## src/rtl/exception_controller_if.sv

```systemverilog
// exception_controller_if
//   Groups the exception request/acknowledge handshake, the software
//   control inputs and the status outputs of exception_controller.
//   The controller connects through the slave modport. The pipeline and
//   software side that drives triggers, masks, clears, acks and returns
//   connects through the master modport.
//
//   exceptionIn   [15:0]  one-cycle trigger pulses, bit n = exception n
//   exceptionMask [15:0]  per-exception enable (1 = enabled)
//   globalEnable          master dispatch enable
//   clearPending  [15:0]  software clear of pending bits
//   excAck                pipeline accepts the current request
//   excReturn             handler finished
//   excReq                dispatch request to the pipeline
//   excVector     [3:0]   index of the dispatched exception
//   inService             a handler is active
//   pending       [15:0]  current pending register
interface exception_controller_if;
    logic [15:0] exceptionIn;
    logic [15:0] exceptionMask;
    logic        globalEnable;
    logic [15:0] clearPending;
    logic        excAck;
    logic        excReturn;
    logic        excReq;
    logic [3:0]  excVector;
    logic        inService;
    logic [15:0] pending;

    modport slave (
        input  exceptionIn, exceptionMask, globalEnable, clearPending,
               excAck, excReturn,
        output excReq, excVector, inService, pending
    );

    modport master (
        output exceptionIn, exceptionMask, globalEnable, clearPending,
               excAck, excReturn,
        input  excReq, excVector, inService, pending
    );
endinterface

```

## src/rtl/exception_controller.sv

```systemverilog
// exception_controller
//   Collects 16 exception trigger pulses into a pending register and
//   dispatches the highest-priority enabled one (lowest index wins) to
//   the pipeline with a request/acknowledge handshake. After an
//   acknowledge the block stays in service until the handler returns.
//   Dispatch is not preemptive: once a request is raised, its vector
//   holds until it is acknowledged. Every output comes from a register.
//
//   clk    rising-edge clock
//   reset  asynchronous, active-high reset
//   bus    exception_controller_if.slave (triggers, masks, clears,
//          ack/return handshake in; excReq, excVector, inService,
//          pending out)
module exception_controller (
    input  logic                        clk,
    input  logic                        reset,
    exception_controller_if.slave       bus
);

    typedef enum logic [1:0] {
        IDLE    = 2'd0,
        REQUEST = 2'd1,
        SERVICE = 2'd2
    } state_t;

    state_t      state;
    state_t      state_next;

    logic [15:0] pending_q;
    logic [15:0] pending_next;
    logic [15:0] eligible;
    logic [15:0] ack_clear;
    logic [3:0]  winner;

    logic [3:0]  vector_q;
    logic [3:0]  vector_next;
    logic        req_q;
    logic        req_next;
    logic        in_service_q;
    logic        in_service_next;

    // Candidates for dispatch: enabled pending bits, gated by the master enable.
    assign eligible = bus.globalEnable ? (pending_q & bus.exceptionMask) : 16'h0000;

    // Fixed priority: scanning from the top down leaves the lowest set index.
    always_comb begin
        winner = 4'd0;
        for (int i = 15; i >= 0; i--) begin
            if (eligible[i]) begin
                winner = 4'(i);
            end
        end
    end

    // An accepted acknowledge retires the requested bit; a new trigger on
    // the same bit in the same cycle is applied last, so it survives.
    assign ack_clear    = (state == REQUEST && bus.excAck) ? (16'h0001 << vector_q) : 16'h0000;
    assign pending_next = (pending_q & ~bus.clearPending & ~ack_clear) | bus.exceptionIn;

    // Next-state and next-output logic. The outputs are computed here and
    // then registered, so no input reaches an output combinationally.
    always_comb begin
        // NOTE: every signal written in this block gets a default first; a
        // path that skips an assignment would otherwise infer a latch.
        state_next      = state;
        vector_next     = vector_q;
        req_next        = req_q;
        in_service_next = in_service_q;

        unique case (state)
            IDLE: begin
                if (eligible != 16'h0000) begin
                    vector_next = winner;
                    req_next    = 1'b1;
                    state_next  = REQUEST;
                end
            end
            REQUEST: begin
                // Request and vector hold regardless of new arrivals,
                // masking or clears until the pipeline accepts.
                if (bus.excAck) begin
                    req_next        = 1'b0;
                    in_service_next = 1'b1;
                    state_next      = SERVICE;
                end
            end
            SERVICE: begin
                if (bus.excReturn) begin
                    in_service_next = 1'b0;
                    state_next      = IDLE;
                end
            end
            default: begin
                req_next        = 1'b0;
                in_service_next = 1'b0;
                state_next      = IDLE;
            end
        endcase
    end

    // NOTE: state registers use non-blocking assignments so every register
    // samples the values from before this edge, independent of block order.
    always_ff @(posedge clk or posedge reset) begin
        if (reset) begin
            state        <= IDLE;
            pending_q    <= 16'h0000;
            vector_q     <= 4'h0;
            req_q        <= 1'b0;
            in_service_q <= 1'b0;
        end else begin
            state        <= state_next;
            pending_q    <= pending_next;
            vector_q     <= vector_next;
            req_q        <= req_next;
            in_service_q <= in_service_next;
        end
    end

    assign bus.excReq    = req_q;
    assign bus.excVector = vector_q;
    assign bus.inService = in_service_q;
    assign bus.pending   = pending_q;

endmodule

```

## src/flat_wrapper.sv

```systemverilog
// flat-port wrapper written by rule: the top's interface ports become plain ports
module exception_controller_flat 
  (clk, reset, bus_exceptionIn, bus_exceptionMask, bus_globalEnable, bus_clearPending, bus_excAck, bus_excReturn, bus_excReq, bus_excVector, bus_inService, bus_pending);
  exception_controller_if bus_i ();
  input  logic clk;
  input  logic reset;
  input wire logic [$bits(bus_i.exceptionIn)-1:0] bus_exceptionIn;
  input wire logic [$bits(bus_i.exceptionMask)-1:0] bus_exceptionMask;
  input wire logic [$bits(bus_i.globalEnable)-1:0] bus_globalEnable;
  input wire logic [$bits(bus_i.clearPending)-1:0] bus_clearPending;
  input wire logic [$bits(bus_i.excAck)-1:0] bus_excAck;
  input wire logic [$bits(bus_i.excReturn)-1:0] bus_excReturn;
  output wire logic [$bits(bus_i.excReq)-1:0] bus_excReq;
  output wire logic [$bits(bus_i.excVector)-1:0] bus_excVector;
  output wire logic [$bits(bus_i.inService)-1:0] bus_inService;
  output wire logic [$bits(bus_i.pending)-1:0] bus_pending;
  assign bus_i.exceptionIn = bus_exceptionIn;
  assign bus_i.exceptionMask = bus_exceptionMask;
  assign bus_i.globalEnable = bus_globalEnable;
  assign bus_i.clearPending = bus_clearPending;
  assign bus_i.excAck = bus_excAck;
  assign bus_i.excReturn = bus_excReturn;
  assign bus_excReq = bus_i.excReq;
  assign bus_excVector = bus_i.excVector;
  assign bus_inService = bus_i.inService;
  assign bus_pending = bus_i.pending;
  exception_controller u_core (.clk(clk), .reset(reset), .bus(bus_i));
endmodule
```

## config.mk

```make
export PLATFORM = sky130hd
export DESIGN_NAME = exception_controller_flat
export DESIGN_NICKNAME = d
export VERILOG_FILES = /design/src/rtl/exception_controller_if.sv /design/src/rtl/exception_controller.sv /design/src/flat_wrapper.sv
export SDC_FILE = /design/constraint.sdc
export NUM_CORES = 1
export LEC_CHECK = 0
export CORE_MARGIN = 2
export CORE_UTILIZATION = 38
export CTS_CLUSTER_DIAMETER = 150
export DETAILED_ROUTE_END_ITERATION = 8
export HOLD_SLACK_MARGIN = 0.1
export PLACE_DENSITY = 0.79
export SYNTH_ARGS = -nofsm -noshare
export SYNTH_HDL_FRONTEND = slang
export SYNTH_SLANG_ARGS = --single-unit
```

## constraint.sdc

```tcl
create_clock -name clk -period 1.6 [get_ports clk]
set_input_delay 0.32 -clock clk [delete_from_list [all_inputs] [get_ports clk]]
set_output_delay 0.32 -clock clk [all_outputs]
set_load 0.02 [all_outputs]
```

==> reports/qor.csv <==
stage;metric;value;unit
run_status;outcome;completed;
yosys;synth_top_area_share;44.6;%
critical_path;crit_path_start_kind;flip-flop;
yosys;synthCells;149;
yosys;async_flop_share;100;%
sta;setup_viol;0;
clocking;cts_made_buffers;3;
detailed_routing;wl_per_cell;14.1;um
grt;grt_pass1_vias;1535;
detailed_routing;remaining_drc_errors;0;
sta;tightestPinTransition;0.346;ns
grt;grt_start_max_net_pins;25;
yosys;netlist_area;1350;sq um
pwr;power_density;978;nW/um^2
clocking;cts_root_buf;clkbuf_4;
critical_path;path_cells;buf_4 -> dlygate4sd2_1;
floorplanning;die_h;63.6;um
yosys;synth_cell_types;37;
yosys;yosysTopAreaCell;dfrtp_1;
floorplanning;core;3360;sq um
floorplanning;fp.dieW;63.6;um
critical_path;critPathKind;flip-flop to output pin;
cells_and_area;drive_gt1_share;21.3;%
pwr;p_leak;1.05;nW
sta;finalClockSkew;0.0202;ns
detailed_routing;wirelength;4210;um
critical_path;required;1.28;ns
clocking;clk_path_buf_depth;2;
yosys;yosysMostFrequentCell;nand2_1;
detailed_routing;drt_iter0_drc;62;
grt;grt-ovfl-total;0;
critical_path;max_stage_delay;0.43;ns
pwr;irDropWorstVdd;1.15;mV
sta;maxSlewViolCount;0;
yosys;yosysSeqAreaShare;44.6;%
clocking;post_cts_buffers;0;
flow_run;maxCapViolCount;0;
sta;setup_tns;0;ns
critical_path;reg2reg_slack;0.13;ns
worst_hold_path;hp-class;input pin to async pin;
cells_and_area;areaGrowthSynthToFinish;75.8;%
yosys;synth_nets;202;
grt;antenna_found_initial;0;
grt;grt_pass1_wl;6960;um
clocking;h-tree-depth;1;
sta;finalCritPeriodShare;96.0;%
cells_and_area;antennaDiodeCount;0;
yosys;synth_warnings;0;
critical_path;worstSetupEndpointType;output pin;
clocking;cts_tree;built;
cells_and_area;nets;307;
sta;min_period;1.54;ns
critical_path;crit_slowest_cell;dfrtp_1;
critical_path;cp_top_family;buffers and inverters;
placed_design;io_buffers;74;
detailed_routing;via_per_inst;5.08;
clocking;clk_pin_slew;0.15;ns
placed_design;dpl_cell_area;2350;sq um
yosys;synth_edf_count;0;
grt;grt_usage;21.7;%
sta;relSlewSlack;76.7;%
detailed_routing;vias;1519;
cells_and_area;design_area;2370;sq um
floorplanning;start_util;40.1;%
floorplanning;row_count;21;
clocking;insertion_delay;0.33;ns
sta;max_freq;651;MHz
critical_path;critical_path_buf_inv_count;2;
floorplanning;dieArea;4040;sq um
placed_design;detailed_place_hpwl;3400;um
yosys;ys_ff_latch;24;
yosys;synthTopCellsByCount;nand2_1, dfrtp_1, inv_1;
detailed_routing;ant_nets;0;
clocking;cts_sinks;24;
yosys;synthTopCellsByArea;dfrtp_1, nand2_1, a31o_2;
critical_path;worstReg2RegEnd;u_core.bus.excVector[0]$_DFFE_PP0P_;
critical_path;worstRegToRegCells;5;
critical_path;r2r-start;u_core.bus.pending[14]$_DFF_PP0_;
sta;hold_violations;0;
yosys;syn_area_per_cell;9.04;sq um
floorplanning;ios;75;
critical_path;crit_fanout;3;
detailed_routing;dr.pass1.iters;4;
placed_design;routabilityCongestion;0.942;
critical_path;critPathArrivalTime;1.22;ns
yosys;synthFlopType;dfrtp_1;
critical_path;crit_path_start;u_core.bus.pending[12]$_DFF_PP0_;
-- registers in the layout, summed over array words and instances (netlist names) --
signal,count
u_core.state,2
u_core.bus.excVector,4
u_core.bus.pending,16
u_core.bus.inService,1
u_core.bus.excReq,1
-- cell type report --
class | count | area, sq um
flip-flops and latches | 24 | 604
well taps | 46 | 57.6
inverters | 17 | 63.8
fillers | 286 | 995
repair buffers | 102 | 923
multi-input cells | 106 | 683
clock buffers | 4 | 36.3
-- power by group --
group | internal, mW | switching, mW
logic | 0.545 | 0.536
clock network | 0.139 | 0.191
registers | 0.736 | 0.168
total | 1.42 | 0.896
-- per-layer routing --
metal | GRT usage (%) | wire length (um) | vias to the layer above
met2 | 37.9 | 2140 | 41
met5 | 0 | 0 | -
li1 | - | - | 754
met1 | 27.5 | 1820 | 722
met3 | 5.36 | 231 | 2
met4 | 3.26 | 19 | 0
-- timing repair --
| item | 4_1_cts | 5_1_grt |
|---|---|---|
| endpoints found under the setup margin | 22 | 6 |
| resized for setup | 24 | 3 |
| gates cloned | 0 | 0 |
| hold buffers | 0 | 0 |
-- cell families (layout without fill, tap and decap cells) --
| group | count (synthesis) | count (layout) | synth area share, % |
|---|---|---|---|
| and+or+nand+nor | 57 | 57 | 21.5 |
| DFF | 24 | 24 | 44.6 |
| buffers and inverters | 19 | 123 | 5.48 |
| AOI/OAI and AO/OA | 49 | 49 | 28.4 |
-- worst register-to-register path, cell delays in order (launching register included) --
cell	delay, ns
dfrtp_1	0.43
nand2_1	0.07
a32o_1	0.25
a221o_1	0.32
a221oi_2	0.21
o31ai_1	0.10
-- through the flow --
step                hold WS (ns)  utilization [%]  cells  setup slack (ns)  power [mW]
detailed placement         0.474             69.8    295            -0.265        2.06
CTS                        0.320             70.1    299            0.0786        2.32
floorplan                  0.335                -    149            0.0761        1.41
global placement           0.494             69.8    295            -0.246        2.04
finish                     0.312             70.4    299            0.0636        2.32
global route               0.371             70.4    299          -0.00376        2.47
-- worst max-delay path by stage --
| stage | to | slack, ns | depth (start not counted) |
|---|---|---|---|
| floorplan | u_core.bus.excVector[0]$_DFFE_PP0P_ | 0.08 | 5 |
| global placement | u_core.bus.excVector[0]$_DFFE_PP0P_ | -0.25 | 6 |
| detailed placement | u_core.bus.pending[7]$_DFF_PP0_ | -0.26 | 6 |
| CTS | bus_pending[12] | 0.08 | 2 |
| global route | u_core.bus.excVector[0]$_DFFE_PP0P_ | -0.004 | 6 |
| finish | bus_pending[12] | 0.06 | 2 |
-- placed cells by master, fill, tap and decap left out, types with 2 or more instances in the layout --
master	synthesis	final
clkdlybuf4s50_1	0	52
nand2_1	29	29
buf_4	0	28
dlygate4sd2_1	0	22
dfrtp_1	24	21
inv_1	16	16
a31o_2	10	10
nor2_1	8	8
a22oi_1	8	6
a21oi_1	5	5
o21ai_0	4	4
nand3_1	4	4
a31o_1	4	4
nor2b_1	3	3
clkbuf_4	0	3
dfrtp_2	0	3
a41oi_1	2	2
a22oi_2	0	2
nand3b_1	2	2
nand2b_1	2	2
nand4b_1	2	2
a32o_1	2	2
o31ai_1	2	2
a21o_1	2	2
(Power assumes the default switching activity.)
